$ cat src/rtl/pc_gen_pkg.sv
// pc_gen_pkg: shared address type, next-PC op encoding and instruction size for pc_gen.
package pc_gen_pkg;
  localparam int ADDR_W = 32;
  localparam int INST_BYTES = 4;
  typedef logic [ADDR_W-1:0] inst_addr_t;
  typedef enum logic [2:0] {
    PC_SEQ  = 3'd0,
    PC_REL  = 3'd1,
    PC_REG  = 3'd2,
    PC_TRAP = 3'd3,
    PC_RET  = 3'd4
  } pc_op_t;
endpackage

$ cat src/rtl/ras_stack.sv
// ras_stack: circular return address stack; pushing when full overwrites the oldest entry,
// push+pop together replaces the top in place.
module ras_stack #(
  parameter int DEPTH = 4,
  parameter int WIDTH = 32
) (
  input  logic             clk,
  input  logic             rst_n,
  input  logic             push,
  input  logic             pop,
  input  logic [WIDTH-1:0] din,
  output logic [WIDTH-1:0] top,
  output logic             empty,
  output logic             full
);
  localparam int PW = $clog2(DEPTH);
  localparam int CW = $clog2(DEPTH + 1);
  logic [WIDTH-1:0] mem [DEPTH];
  logic [PW-1:0] ptr;
  logic [CW-1:0] count;
  assign top = mem[ptr];
  assign empty = count == '0;
  assign full = count == CW'(DEPTH);
  always_ff @(posedge clk)
    if (push) mem[pop ? ptr : ptr + PW'(1)] <= din;
  always_ff @(posedge clk or negedge rst_n)
    if (!rst_n) begin
      ptr <= '0;
      count <= '0;
    end else if (push && !pop) begin
      ptr <= ptr + PW'(1);
      count <= full ? count : count + CW'(1);
    end else if (pop && !push && !empty) begin
      ptr <= ptr - PW'(1);
      count <= count - CW'(1);
    end
endmodule

$ cat src/rtl/pc_gen.sv
// pc_gen: fetch-stage PC register with SEQ/REL/REG/TRAP/RET next-PC selection and a RAS.
// Define PCGEN_COMPRESSED_EN to add i_instSize (2-byte instructions, bit0 alignment check).
module pc_gen
  import pc_gen_pkg::*;
#(
  parameter int ADDR_WIDTH = 32,
  parameter logic [ADDR_WIDTH-1:0] RESET_VECTOR = '0,
  parameter int RAS_DEPTH = 4
) (
  input  logic                  i_clock,
  input  logic                  i_reset,
  input  logic                  i_stall,
  input  logic [2:0]            i_op,
  input  inst_addr_t            i_instIMM,
  input  inst_addr_t            i_regData,
  input  logic [ADDR_WIDTH-1:0] i_trapVector,
  input  logic                  i_rasPush,
  input  logic                  i_rasPop,
`ifdef PCGEN_COMPRESSED_EN
  input  logic                  i_instSize,
`endif
  output logic [ADDR_WIDTH-1:0] o_pc,
  output logic                  o_misaligned,
  output logic                  o_rasEmpty,
  output logic                  o_rasFull
);
  typedef logic [ADDR_WIDTH-1:0] addr_t;
`ifdef PCGEN_COMPRESSED_EN
  localparam int CHK_BIT = 0;
  addr_t inc;
  assign inc = i_instSize ? addr_t'(2) : addr_t'(INST_BYTES);
`else
  localparam int CHK_BIT = 1;
  addr_t inc;
  assign inc = addr_t'(INST_BYTES);
`endif
  pc_op_t op;
  addr_t imm, link, rel_t, reg_t, target, ras_top;
  logic mis, ok, ras_empty;
  assign op = pc_op_t'(i_op);
  assign imm = addr_t'($signed(i_instIMM));
  assign link = o_pc + inc;
  assign rel_t = o_pc + imm;
  assign reg_t = (addr_t'(i_regData) + imm) & ~addr_t'(1);
  always_comb begin
    target = op == PC_REL  ? rel_t :
             op == PC_REG  ? reg_t :
             op == PC_TRAP ? i_trapVector :
             op == PC_RET  ? (ras_empty ? reg_t : ras_top) : link;
    mis = op != PC_TRAP && target[CHK_BIT];
    ok = !i_stall && !mis;
  end
  ras_stack #(.DEPTH(RAS_DEPTH), .WIDTH(ADDR_WIDTH)) u_ras (
    .clk(i_clock),
    .rst_n(i_reset),
    .push(i_rasPush && ok),
    .pop(i_rasPop && ok),
    .din(link),
    .top(ras_top),
    .empty(ras_empty),
    .full(o_rasFull)
  );
  assign o_rasEmpty = ras_empty;
  always_ff @(posedge i_clock or negedge i_reset)
    if (!i_reset) begin
      o_pc <= RESET_VECTOR;
      o_misaligned <= 1'b0;
    end else begin
      o_misaligned <= !i_stall && mis;
      if (ok) o_pc <= target;
    end
endmodule

$ cat config.mk
export PLATFORM = sky130hd
export DESIGN_NAME = pc_gen
export DESIGN_NICKNAME = d
export VERILOG_FILES = /design/src/rtl/pc_gen_pkg.sv /design/src/rtl/ras_stack.sv /design/src/rtl/pc_gen.sv
export SDC_FILE = /design/constraint.sdc
export NUM_CORES = 1
export LEC_CHECK = 0
export BUFFER_PORTS_ARGS = -buffer_cell sky130_fd_sc_hd__buf_2
export CAP_MARGIN = 20
export CELL_PAD_IN_SITES_DETAIL_PLACEMENT = 2
export CELL_PAD_IN_SITES_GLOBAL_PLACEMENT = 2
export CORE_AREA = 10 10 183 185
export CTS_CLUSTER_DIAMETER = 40
export DETAILED_ROUTE_END_ITERATION = 10
export DIE_AREA = 0 0 193 195
export PLACE_DENSITY = 0.81
export SETUP_SLACK_MARGIN = 0.02
export SLEW_MARGIN = 10
export SYNTH_ARGS = -nofsm -noshare
export SYNTH_HDL_FRONTEND = slang
export SYNTH_HIERARCHICAL = 1
export SYNTH_SLANG_ARGS = --single-unit
$ cat constraint.sdc
create_clock -name i_clock -period 6 [get_ports i_clock]
set_input_delay 0.3 -clock i_clock [delete_from_list [all_inputs] [get_ports i_clock]]
set_output_delay 0.3 -clock i_clock [all_outputs]
set_load 0.005 [all_outputs]
==> metrics.csv <==
metric,value,unit
count of filler cells inserted in the layout,3252,
Area Overhead vs Synth,14.6,%
total number of yosys warnings,6,
worst setup slack after placement,1.69,ns
number of cells in the design after placement,1597,
period utilization,73.6,%
"Arr. time, crit path",4.54,ns
proportion of synthesized chip area in sequential cells,41.7,%
top_reg_cell synth,edfxtp_1,
run status,completed,
die span in y,195,microns
Cell Pwr Density,406,nW/um^2
Core Rows,64,
Synth Net Count,1269,
start-to-end type of the worst setup path,reg2reg,
gpl congestion,0.877,
worst setup skew after layout,0.00968,ns
setup repair after global routing missed its margin,false,
H-Tree Level Count,4,
Total Nets Final,1392,
number of hold-slack violations in the final timing report,0,
buffer levels on the longest clock path,2,
Tot GR Track Use,23.3,%
share of the core filled with cells,43.8,%
total die area,37600,sq um
startpoint of the most critical register-to-register path,o_pc[0]$_DFFE_PN0P_,
Synth cell types,91,
wire length per cell after detailed routing,26.6,microns
clock latency of the later-clocked register in the worst-skew pair,0.45,ns
worst vdd ir,0.232,mV
Clock Sinks,166,
FMAX,226,MHz
cts bufs inserted,17,
hpwl dp,33.1,mm
Post-synth EDFFs,128,
number of global-route vias before repair,10681,
cell type with the largest total area after synthesis,edfxtp_1,
remaining global-route overflow,0,
capturing element type of the critical path,register,
post-route insts no fill,1633,
total of buffers placed on input and output ports,138,
flip-flop and latch count after synthesis,166,
MaxCap Viol Count,0,
IO Pins,139,
Detailed Route WL,43.4,mm
capturing point of the worst reg2reg path,u_ras/mem[2][26]$_DFFE_PP_,
final antenna-violating net count,0,
average footprint of a synthesized cell,10.4,sq um
cell at the root of the clock tree,clkbuf_16,
DRC violations left,0,
sequential cell area,4800,sq um
clock input transition at the sequential cells of the worst setup and hold paths,0.07,ns
Least-Margin Pin Slew,1.07,ns
final setup violation count,0,
summed negative setup slack over all endpoints,0,ns
Die X,193,microns
Final min period,4.42,ns
end point of the critical path,u_ras/mem[2][26]$_DFFE_PP_,
hold bufs inserted after CTS,0,
cells taking the most area after synthesis,"edfxtp_1 33%, dfrtp_1 8.3%, ha_1 6.8%",
fraction of post-synthesis cell area in the top cell type by area,33.5,%
number of violations reported at the end of detailed-routing iteration 0,718,
Worst Path Required,6.12,ns
smallest hold slack,0.175,ns
"FFs w/ async S/R, synth",22.9,%
post-route worst setup slack,1.58,ns
area used by multi-input combinational logic,6330,sq um
beginning of the critical path,o_pc[0]$_DFFE_PN0P_,
static leakage,5.15,nW
worst-case reg-to-reg path depth,11,
clock tree from TritonCTS,built,
pin count of the biggest net entering global routing,40,
R2R setup slack,1.58,ns
buffers inserted by post-CTS timing repair,0,
fin. max-slew vios,0,
category of the worst setup path launch point,register,
detailed-route via count,9864,
initial antenna violation count,2,
post-cts sizing count,0,
Max Fanout on Critical Path,17,
count of mapped cells out of synthesis,1100,
Hold WC Path Type,in2reg,
share of cells above drive strength 1,20.8,%
floorplan core area,30000,sq um
routed vias/inst,6.04,
iteration count of the initial detailed-routing pass,5,
initial cell density of the core,38.3,%
first-pass GRT wire length,66.9,mm
area of the mapped netlist,11500,sq um
worst slew margin relative to its limit,28.8,%
cell usage after synthesis, types with 18 or more instances:
master      n
o22ai_1    18
nand2_1    95
dfrtp_1    38
xor2_1     28
ha_1       62
clkbuf_1   34
a21o_1     33
nor2_1     90
a21oi_1    75
edfxtp_1  128
inv_1      31
nand3_1    23
xnor2_1    54
mux4_2     32
o21ai_0    65
sequential cells by signal, summed over array words and instances, names as in the netlist:
name	cells
u_ras/mem	128
o_pc	32
u_ras/count	3
u_ras/ptr	2
o_misaligned	1
layer usage:
layer / GRT usage [%] / share of wire [%] / up-vias
li1: - / - / 4465
met1: 30.6 / 43 / 5063
met2: 38.2 / 49 / 286
met3: 4.86 / 6.0 / 48
met4: 5.70 / 1.9 / 2
met5: 0 / 0.030 / -
cells by family (layout without fill, tap and decap cells):
| group | count (synthesis) | in the layout | share of synthesized area [%] |
|---|---|---|---|
| mux | 37 | 37 | 6.72 |
| xor+xnor | 83 | 83 | 6.39 |
| simple gates | 319 | 319 | 13.7 |
| flops | 166 | 166 | 41.7 |
| fa+ha+maj | 67 | 67 | 7.45 |
| compound gates | 344 | 344 | 20.7 |
| other cells | 0 | 1 | 0 |
| buf+inv | 84 | 220 | 3.30 |
through the flow:
stage,power (mW),area (sq um)
after floorplan,3.39,11500
after global placement,4.11,12500
after detailed placement,4.23,12500
after CTS,5.34,13100
after global routing,5.65,13200
final,5.34,13200
power by group:
group | switching, mW | total (mW) | internal (mW) | leakage, nW
sequential | 0.256 | 1.80 | 1.54 | 1.62
combinational | 1.47 | 2.45 | 0.984 | 3.25
clock | 0.473 | 1.10 | 0.623 | 0.282
layout make-up:
cell class,count,area share [%]
well taps,396,3.76
multi-input cells,850,48.1
clock buffers,20,3.39
inverters,32,0.913
diodes,1,0.0190
flip-flops and latches,166,36.4
clock inverters,12,0.960
repair buffers,156,6.39
how the worst min path moves through the flow:
stage | startpoint | to | slack (ns) | cells after the start
CTS | i_reset | u_ras/count[1]$_DFFE_PN0P_ | 0.05 | 1
floorplan | i_reset | o_misaligned$_DFF_PN0_ | 0.004 | 0
global route | i_stall | o_misaligned$_DFF_PN0_ | 0.17 | 2
global placement | i_reset | o_misaligned$_DFF_PN0_ | 0.52 | 1
finish | i_stall | o_misaligned$_DFF_PN0_ | 0.18 | 2
detailed placement | i_reset | o_misaligned$_DFF_PN0_ | 0.52 | 1
cells in the final DEF (no fill, tap or decap), types with 33 or more instances in the layout:
cell,n
a21oi_1,75
ha_1,62
edfxtp_1,128
xnor2_1,54
nor2_1,88
a21o_1,33
o21ai_0,65
nand2_1,95
dfrtp_1,37
buf_2,138
worst max-delay path, cell delays in order (launching register included):
cell and delay [ns]:
dfrtp_1 0.46, ha_1 0.26, fa_1 0.51, inv_1 0.08, o21ai_0 0.12, a21oi_1 0.36
nor2b_2 0.26, and2_1 0.45, nand2_1 0.10, o22ai_1 0.19, and2_1 0.84, buf_4 0.43
Note: power is estimated with default switching activity, not from simulation.
